## config.mk

```make
export PLATFORM = sky130hd
export DESIGN_NAME = if_stage_flat
export DESIGN_NICKNAME = d
export VERILOG_FILES = /design/src/rtl/if_stage_if.sv /design/src/rtl/if_stage.sv /design/src/flat_wrapper.sv
export SDC_FILE = /design/constraint.sdc
export NUM_CORES = 1
export LEC_CHECK = 0
export ABC_AREA = 1
export CORE_MARGIN = 3
export CORE_UTILIZATION = 30
export CTS_BUF_LIST = sky130_fd_sc_hd__clkbuf_4 sky130_fd_sc_hd__clkbuf_8 sky130_fd_sc_hd__clkbuf_16
export CTS_CLUSTER_DIAMETER = 80
export DETAILED_ROUTE_END_ITERATION = 7
export SYNTH_ARGS = -nofsm -noshare
export SYNTH_HDL_FRONTEND = slang
export SYNTH_SLANG_ARGS = --single-unit
```

## constraint.sdc

```tcl
create_clock -name clk -period 3 [get_ports clk]
set_input_delay 0.3 -clock clk [delete_from_list [all_inputs] [get_ports clk]]
set_output_delay 0.3 -clock clk [all_outputs]
set_load 0.02 [all_outputs]
```

## src/rtl/if_stage_if.sv

```systemverilog
// if_stage_if: fetch-stage bus bundle.
//   imem_*   : request/grant/response handshake to instruction memory
//   if_*     : head-of-queue instruction presented to decode
//   id_ready : decode accepts the head this cycle
// master = fetch stage side, slave = memory/decode side.
interface if_stage_if;
   logic        imem_req;
   logic [31:0] imem_addr;
   logic        imem_gnt;
   logic        imem_rvalid;
   logic [31:0] imem_rdata;
   logic        if_valid;
   logic [31:0] if_pc;
   logic [31:0] if_inst;
   logic        id_ready;

   modport master (
      output imem_req, imem_addr,
      input  imem_gnt, imem_rvalid, imem_rdata,
      output if_valid, if_pc, if_inst,
      input  id_ready
   );

   modport slave (
      input  imem_req, imem_addr,
      output imem_gnt, imem_rvalid, imem_rdata,
      input  if_valid, if_pc, if_inst,
      output id_ready
   );
endinterface

```

## src/rtl/if_stage.sv

```systemverilog
// if_stage: instruction-fetch stage.
// Holds the fetch PC, issues in-order requests to instruction memory, tags
// each outstanding request with its PC, and buffers returned instructions in
// a small queue for decode. A jump/branch redirect reloads the PC, empties the
// queue and arms a kill counter that swallows responses still in flight.
// Ports:
//   clk, rstn        : clock, asynchronous active-low reset
//   npc              : next PC from the next-PC selector
//   j_flush, b_flush : jump / branch redirect
//   pc4              : pc + 4 to the next-PC selector
//   bus              : imem handshake and decode-side queue head (master)
module if_stage #(
   parameter logic [31:0] RESET_PC = 32'h0000_0000,
   parameter int          DEPTH    = 2
) (
   input  logic        clk,
   input  logic        rstn,
   input  logic [31:0] npc,
   input  logic        j_flush,
   input  logic        b_flush,
   output logic [31:0] pc4,
   if_stage_if.master  bus
);
   localparam int CW = $clog2(DEPTH + 1);
   localparam int PW = $clog2(DEPTH);

   typedef enum logic [1:0] {IDLE, RUN, DRAIN} state_e;

   state_e          state_q, state_d;
   logic [31:0]     pc_q, pc_d;
   logic [CW-1:0]   out_cnt_q, out_cnt_d;
   logic [CW-1:0]   cnt_q, cnt_d;
   logic [CW-1:0]   kill_q, kill_d;
   logic [31:0]     tag_q   [DEPTH];
   logic [PW-1:0]   tag_wr_q, tag_rd_q;
   logic [31:0]     fpc_q   [DEPTH];
   logic [31:0]     finst_q [DEPTH];
   logic [PW-1:0]   f_wr_q, f_rd_q;

   logic            flush, pop, issue, rsp, push;
   logic [CW:0]     inflight;

   assign flush = j_flush | b_flush;
   assign pop   = bus.if_valid & bus.id_ready & ~flush;
   // Slots committed after this cycle's pop: the pop frees one entry early so
   // a 1-cycle memory can sustain one instruction per cycle.
   assign inflight = {1'b0, out_cnt_q} + {1'b0, cnt_q} - {{CW{1'b0}}, pop};
   assign issue = bus.imem_req & bus.imem_gnt;
   // A response with nothing outstanding is a protocol error; ignore it.
   assign rsp   = bus.imem_rvalid & (out_cnt_q != '0);
   // Responses are dropped while stale ones are being drained, and any
   // push coinciding with a redirect is lost with the cleared queue.
   assign push  = rsp & (kill_q == '0) & ~flush;

   assign pc4           = pc_q + 32'd4;
   assign bus.imem_addr = pc_q;
   assign bus.if_valid  = (cnt_q != '0);
   assign bus.if_pc     = fpc_q[f_rd_q];
   assign bus.if_inst   = finst_q[f_rd_q];

   assign pc_d      = (flush | issue) ? npc : pc_q;
   assign out_cnt_d = out_cnt_q + CW'(issue) - CW'(rsp);
   assign cnt_d     = flush ? '0 : cnt_q + CW'(push) - CW'(pop);

   always_comb begin
      kill_d = kill_q;
      if (flush)
         kill_d = out_cnt_q - CW'(rsp);
      else if (rsp && kill_q != '0)
         kill_d = kill_q - CW'(1);
   end

   always_comb begin
      state_d      = state_q;
      bus.imem_req = 1'b0;
      case (state_q)
         IDLE:  state_d = RUN;
         RUN:   bus.imem_req = ~flush & (inflight < (CW+1)'(DEPTH));
         DRAIN: if (kill_d == '0) state_d = RUN;
         default: state_d = IDLE;
      endcase
      if (flush)
         state_d = (kill_d != '0) ? DRAIN : RUN;
   end

   always_ff @(posedge clk or negedge rstn) begin
      if (!rstn) state_q <= IDLE;
      else       state_q <= state_d;
   end

   always_ff @(posedge clk or negedge rstn) begin
      if (!rstn) begin
         pc_q      <= RESET_PC;
         out_cnt_q <= '0;
         cnt_q     <= '0;
         kill_q    <= '0;
         tag_wr_q  <= '0;
         tag_rd_q  <= '0;
         f_wr_q    <= '0;
         f_rd_q    <= '0;
         for (int i = 0; i < DEPTH; i++) begin
            tag_q[i]   <= '0;
            fpc_q[i]   <= '0;
            finst_q[i] <= '0;
         end
      end else begin
         pc_q      <= pc_d;
         out_cnt_q <= out_cnt_d;
         cnt_q     <= cnt_d;
         kill_q    <= kill_d;
         // Tag FIFO survives a redirect: killed responses still pop their tag.
         if (issue) begin
            tag_q[tag_wr_q] <= pc_q;
            tag_wr_q        <= tag_wr_q + PW'(1);
         end
         if (rsp)
            tag_rd_q <= tag_rd_q + PW'(1);
         if (flush) begin
            f_wr_q <= '0;
            f_rd_q <= '0;
         end else begin
            if (push) begin
               fpc_q[f_wr_q]   <= tag_q[tag_rd_q];
               finst_q[f_wr_q] <= bus.imem_rdata;
               f_wr_q          <= f_wr_q + PW'(1);
            end
            if (pop)
               f_rd_q <= f_rd_q + PW'(1);
         end
      end
   end
endmodule

```

## src/flat_wrapper.sv

```systemverilog
// flat-port wrapper written by rule: the top's interface ports become plain ports
module if_stage_flat 
#(
   parameter logic [31:0] RESET_PC = 32'h0000_0000,
   parameter int          DEPTH    = 2
)
  (clk, rstn, npc, j_flush, b_flush, pc4, bus_imem_req, bus_imem_addr, bus_imem_gnt, bus_imem_rvalid, bus_imem_rdata, bus_if_valid, bus_if_pc, bus_if_inst, bus_id_ready);
  if_stage_if bus_i ();
  input  logic clk;
  input  logic rstn;
  input  logic [31:0] npc;
  input  logic j_flush;
  input  logic b_flush;
  output logic [31:0] pc4;
  output wire logic [$bits(bus_i.imem_req)-1:0] bus_imem_req;
  output wire logic [$bits(bus_i.imem_addr)-1:0] bus_imem_addr;
  input wire logic [$bits(bus_i.imem_gnt)-1:0] bus_imem_gnt;
  input wire logic [$bits(bus_i.imem_rvalid)-1:0] bus_imem_rvalid;
  input wire logic [$bits(bus_i.imem_rdata)-1:0] bus_imem_rdata;
  output wire logic [$bits(bus_i.if_valid)-1:0] bus_if_valid;
  output wire logic [$bits(bus_i.if_pc)-1:0] bus_if_pc;
  output wire logic [$bits(bus_i.if_inst)-1:0] bus_if_inst;
  input wire logic [$bits(bus_i.id_ready)-1:0] bus_id_ready;
  assign bus_imem_req = bus_i.imem_req;
  assign bus_imem_addr = bus_i.imem_addr;
  assign bus_i.imem_gnt = bus_imem_gnt;
  assign bus_i.imem_rvalid = bus_imem_rvalid;
  assign bus_i.imem_rdata = bus_imem_rdata;
  assign bus_if_valid = bus_i.if_valid;
  assign bus_if_pc = bus_i.if_pc;
  assign bus_if_inst = bus_i.if_inst;
  assign bus_i.id_ready = bus_id_ready;
  if_stage #(.RESET_PC(RESET_PC), .DEPTH(DEPTH)) u_core (.clk(clk), .rstn(rstn), .npc(npc), .j_flush(j_flush), .b_flush(b_flush), .pc4(pc4), .bus(bus_i));
endmodule
```

== Word-level counts from Yosys, hierarchy flattened ==
Cells that the tools add are included.
Word-level totals
  bits in registers: 236
  word-level logic and storage cells: 95
Operators by class
  $add $sub $neg: 13
  order comparisons: 7
  equality and inequality tests: 4
  multiplexer cells: 28
  bitwise logic cells: 14
  reduce and logical (&&, ||, !) cells: 14
Operators by type and width (count)
  $mux W32: 11
  $bwmux W64: 3
  $demux W32 S1: 2
  $add A32 B3 Y32 const B: 1
  $mux W2: 6
  $reduce_bool A2 Y1: 6
  $ge A2 B2 Y1 const B: 4
  $not A1 Y2: 4
  $and A1 B1 Y1: 7
  $logic_not A2 Y1: 3
  $pmux W2 S3: 1
  $sub A2 B1 Y2: 3
  $mux W1: 5
  $add A1 B1 Y1 const B: 4
  $add A2 B1 Y2: 2
  $lt A2 B1 Y1 const B: 2
  $reduce_and A2 Y1: 2
  $add A2 B2 Y3: 1
  $logic_and A1 B1 Y1: 3
  $lt A3 B2 Y1 const B: 1
  $ne A3 B1 Y1 const B: 1
  $sub A3 B1 Y3: 1
  $eq A2 B1 Y1 const B: 1
  $eq A2 B2 Y1 const B: 1
  other kinds (4): 5

== Logic depth before layout (Yosys ltp) ==
  depth after elaboration: 10
  gate-level depth with buffers: 17

== Worst setup path after synthesis ==
Ideal clock, no wire load.
  kind: register -> register
  from: register u_core.cnt_q[1]
  to: register u_core.tag_q[16] (netlist bit)
  library setup time: 0.119 ns
  data arrival time: 2.456 ns
  data required time: 2.881 ns
  setup slack: 0.426 ns
  stages on the path, launching flop included: 17
  buffers on the path: 2
  clock period less this slack: 2.574 ns
  path through: dfrtp_1 -> inv_1 -> nand2_1 -> nand2_1 -> nor2_1 -> inv_1 -> nand2_1 -> nand3_1 -> fa_1 -> nand3_1 -> nor2_2 -> nand2_2 -> nor2_2 -> buf_6 -> buf_6 -> nand2_1 -> o21a_1
On the way
  cells in the longest elaborated chain, start to end: 8
  elaborated cells on any way between the ends: 9
RTL lines
  from (decl): line if_stage.sv:32  | logic [CW-1:0] cnt_q, cnt_d;
  from (signal assigned): line if_stage.sv:109  | cnt_q <= cnt_d;
  $reduce_bool A2 Y1: line if_stage.sv:57  | assign bus.if_valid = (cnt_q != '0);
  net bus_if_valid: line flat_wrapper.sv:20  | output wire logic [$bits(bus_i.if_valid)-1:0] bus_if_valid;
  $and A1 B1 Y1 (2 in series): line if_stage.sv:44  | assign pop = bus.if_valid & bus.id_ready & ~flush;
  $sub A3 B1 Y3: line if_stage.sv:47  | assign inflight = {1'b0, out_cnt_q} + {1'b0, cnt_q} - {{CW{1'b0}}, pop};
  $lt A3 B2 Y1: line if_stage.sv:78  | RUN: bus.imem_req = ~flush & (inflight < (CW+1)'(DEPTH));
  $and A1 B1 Y1: line if_stage.sv:78
  $mux W1: line if_stage.sv:76  | case (state_q)
  net bus_imem_req: line flat_wrapper.sv:15  | output wire logic [$bits(bus_i.imem_req)-1:0] bus_imem_req;
  $and A1 B1 Y1: line if_stage.sv:48  | assign issue = bus.imem_req & bus.imem_gnt;
  to (signal, indexed assignment): line if_stage.sv:113  | tag_q[tag_wr_q] <= pc_q;
  to (decl): line if_stage.sv:34  | logic [31:0] tag_q [DEPTH];
The timed path passes the listed nets, and every way through them passes these cells.
A chain may end at the register's enable or synchronous reset.

== Worst setup path after layout ==
  from: register u_core.pc_q[2] (netlist: u_core.bus.imem_addr[2])
  to: output pc4[16]
On the way
  cells in the longest elaborated chain, start to end: 1
RTL lines
  from (decl): line if_stage.sv:30  | logic [31:0] pc_q, pc_d;
  from (signal assigned): line if_stage.sv:107  | pc_q <= pc_d;
  $add A32 B3 Y32: line if_stage.sv:55  | assign pc4 = pc_q + 32'd4;
  to (decl): line flat_wrapper.sv:14  | output logic [31:0] pc4;
Every way passes these cells.

==> implementation parameters <==
Parameter                              Value

GRT
  Wire length of the first global-routing pass    47.8 mm
  Overflow after GRT    0
  Pin count of the biggest net entering global routing    105
  Via count of the first global-routing pass    8840
  GRT Total Usage    0.150
  Antenna violations before repair    0

Logic synthesis
  Synthesized-area fraction occupied by adder cells    0.00870
  Part of the Yosys area used for sequential elements    0.540
  Post-Synthesis Cells    1357
  Post-Synth XOR/XNOR Area    0.0264
  Predominant post-synthesis flop cell    dfrtp_1
  Complex-gate fraction of the synthesized area    0.121
  Combinational family with the most area after synthesis    simple AND/OR/NAND/NOR gates
  FFs w/ async S/R, synth    1.00
  Count of flip-flops with a built-in enable after synthesis    0
  Syn nets    1435
  Netlist area before placement    0.0109 mm^2
  Number of flip-flops and latches in the synthesized netlist    236
  Portion of netlist area occupied by mux cells    0
  Netlist cell types    31
  Simple-gate share of the synthesized area    0.220
  Mean cell area of the mapped netlist    8.05 um^2
  Synthesis Warnings    0

Power and ir drop
  Maximum resistive drop on vdd    0.000563 V
  Power consumption    11800 uW
  Ratio of total power to cell area    808 mW/mm^2
  Cell leakage power    0.00697 uW

Drt
  First drt pass iteration count    5
  Routed wirelength normalized by instance count    14.7 um
  ANT nets after route    0
  Per-cell via count in the routed design    4.55
  Final WL    29.9 mm
  Number of design-rule violations left by the first detailed-router iteration    568
  Count of vias placed by the detailed router    9220
  DRC Markers    0

Status
  Status    finished, final reports clean

STA
  Worst Hold Slack    0.296 ns
  Max Clock Freq    344 MHz
  Relative max-transition margin    0.408
  Final period utilization    0.969
  Slew Limit Fails    0
  Setup repair after global routing missed its margin    false
  Final Hold Vio Count    0
  Final critical path time including I/O delays and setup    2.91 ns
  Final total negative setup slack    0 ns
  Finish-stage setup viols    0
  Worst clock skew on the final layout    0.0150 ns
  Slew at the pin with the worst max-slew slack    0.888 ns

Job
  Maximum capacitance violations    0

Finish
  Number of filler instances in the final layout    3650
  Layout Cell Area excl Fill    0.0145 mm^2
  Ant diodes    0
  Area Growth Syn to Fin    33.1%
  Sequential cell area    0.00592 mm^2
  Final net count    1623
  Layout cell share with drive strength beyond 1    0.0722
  Area occupied by multi-input gates    0.00417 mm^2

Clocking
  Total clock sinks    236
  CTS tree    built
  Postcts setup bufs    0
  Maximum count of clock buffers along a single path    3
  Skew-Pair Late Insertion Delay    0.54 ns
  Max H-tree Level    1
  CTS Buf Count    27
  Clock-pin slew reported for the worst setup and hold paths after clock tree synthesis    0.06 ns
  Root Buffer Master    clkbuf_16

Critical path
  End point of the critical path    pc4[16]
  Cells traversed along the worst timing path    ha_1 -> nand2_1 -> nor3_2 -> buf_4 -> nand3_1 -> xor2_1 -> clkdlybuf4s50_1
  Startpoint of the worst register-to-register path    u_core.cnt_q[1]
  Crit path max fanout    5
  Type of element launching the critical path    register
  Endpoint kind of the worst setup timing path    primary output
  Setup slack of the most critical reg-to-reg path    0.43 ns
  Critical Path Start    u_core.bus.imem_addr[2]
  Required time at the endpoint of the critical path    2.70 ns
  Path depth of the worst reg2reg path    16
  Cell with the largest stage delay on the worst path    clkdlybuf4s50_1
  Classification of the worst setup path    reg -> out
  Crit path largest cell delay    0.64 ns
  Data arrival time of the critical path    2.61 ns
  Worst flop-to-flop path endpoint    u_core.bus.imem_addr[3]

Floorplan
  Height of the die    197 um
  Starting utilization of the core area    0.306
  Area of the core    0.0357 mm^2
  Number of top-level design ports    201
  Die extent in x    197 um
  Core Rows    69
  Area of the die    0.0388 mm^2

Place
  Count of buffers from port buffering    200
  Area after detailed placement    0.0135 mm^2
  Post-DP HPWL    20.6 mm
  RD Place Congestion    0.876

Min path
  Type of the tightest min-delay check    in -> reg
## placed cells by master, fill, tap and decap left out, types with 4 or more instances in the layout
master / n
nand4_1: 7
nor3_1: 9
o21ai_1: 16
ha_1: 6
clkdlybuf4s50_1: 189
dlygate4sd2_1: 4
o21ai_0: 210
buf_12: 10
inv_1: 145
clkbuf_16: 27
buf_4: 18
nor2_2: 5
o21a_1: 24
bufinv_16: 5
nor3_2: 5
nor2_1: 22
nand2_1: 525
nor2_4: 4
clkbuf_8: 4
nand3_1: 22
dlymetal6s2s_1: 5
dfrtp_1: 226
dfrtp_2: 10
xor2_1: 30
clkinv_2: 9
## worst min-delay path by stage
stage                 start                        to  slack, ns  depth (start not counted)
detailed placement     rstn        u_core.finst_q[41]       0.43                          1
floorplan              rstn   u_core.bus.imem_addr[0]      0.004                          0
global placement       rstn        u_core.finst_q[36]       0.42                          1
global route        npc[14]  u_core.bus.imem_addr[14]       0.30                          3
CTS                 npc[14]  u_core.bus.imem_addr[14]       0.27                          3
finish              npc[21]  u_core.bus.imem_addr[21]       0.30                          3
## report_power, final
group          leakage [uW]  internal, uW  switching [uW]
registers           0.00290          4010             474
clock network      0.000483          2190            1330
logic               0.00359          1590            2160
## critical path, delay by kind of cell (launching register included)
family	cells	cell delay (ns)
AND/OR/NAND/NOR	3	0.39
adder cells (fa/ha/maj)	1	0.25
flip-flops	1	0.44
buffers and inverters	2	0.82
XOR/XNOR	1	0.17
## layer usage
metal / vias up / part of all wire / track usage
met5: - / 0 / 0
met4: 0 / 0.018 / 0.0341
met3: 35 / 0.070 / 0.0301
met2: 282 / 0.43 / 0.228
met1: 4297 / 0.49 / 0.222
li1: 4606 / - / -
## area by class of cell
cell class / instances / area share
clock inverters: 18 / 0.0158
repair buffers: 229 / 0.162
clock buffers: 32 / 0.0507
multi-input cells: 902 / 0.287
inverters: 149 / 0.0384
flip-flops and latches: 236 / 0.407
well taps: 461 / 0.0396
## timing repair
action | in CTS | in global routing
hold buffers | 1 | 0
resized for setup | 9 | 22
endpoints found under the setup margin | 14 | 12
hold endpoints to repair | 98 | 0
## flip-flops by register name, summed over array words and instances (netlist names)
name	cells
u_core.tag_rd_q	1
u_core.cnt_q	2
u_core.fpc_q	64
u_core.finst_q	64
u_core.f_rd_q	1
u_core.state_q	2
u_core.bus.imem_addr	32
u_core.kill_q	2
u_core.tag_q	64
u_core.f_wr_q	1
u_core.out_cnt_q	2
u_core.tag_wr_q	1
## cell usage after synthesis, types with 3 or more instances
cell type | n | area, um^2
nand2_1 | 527 | 1980
dfrtp_1 | 236 | 5910
o21ai_0 | 210 | 1050
inv_1 | 145 | 544
buf_2 | 30 | 150
xor2_1 | 30 | 263
clkbuf_1 | 28 | 105
nor2_1 | 26 | 97.6
o21a_1 | 24 | 180
nand3_1 | 23 | 115
o21ai_1 | 16 | 80.1
nor3_1 | 14 | 70.1
buf_4 | 9 | 67.6
nand4_1 | 7 | 43.8
ha_1 | 6 | 75.1
nor2_4 | 3 | 33.8
xnor2_1 | 3 | 26.3
## kinds of logic (layout without fill, tap and decap cells)
kind of cell / after synthesis / after routing
xor+xnor: 33 / 33
compound gates: 252 / 252
flops: 236 / 236
buf+inv: 219 / 428
simple gates: 610 / 610
fa+ha+maj: 7 / 7
## stage by stage
stage | cells | utilization | worst slack (ns)
after floorplan | 1357 | - | 0.426
after global placement | 1976 | 0.378 | 0.123
after detailed placement | 1976 | 0.378 | 0.120
after CTS | 2027 | 0.406 | -0.218
after global routing | 2027 | 0.407 | 0.00434
final | 2027 | 0.407 | 0.0938
No activity file was read; power rests on OpenSTA's default activity.
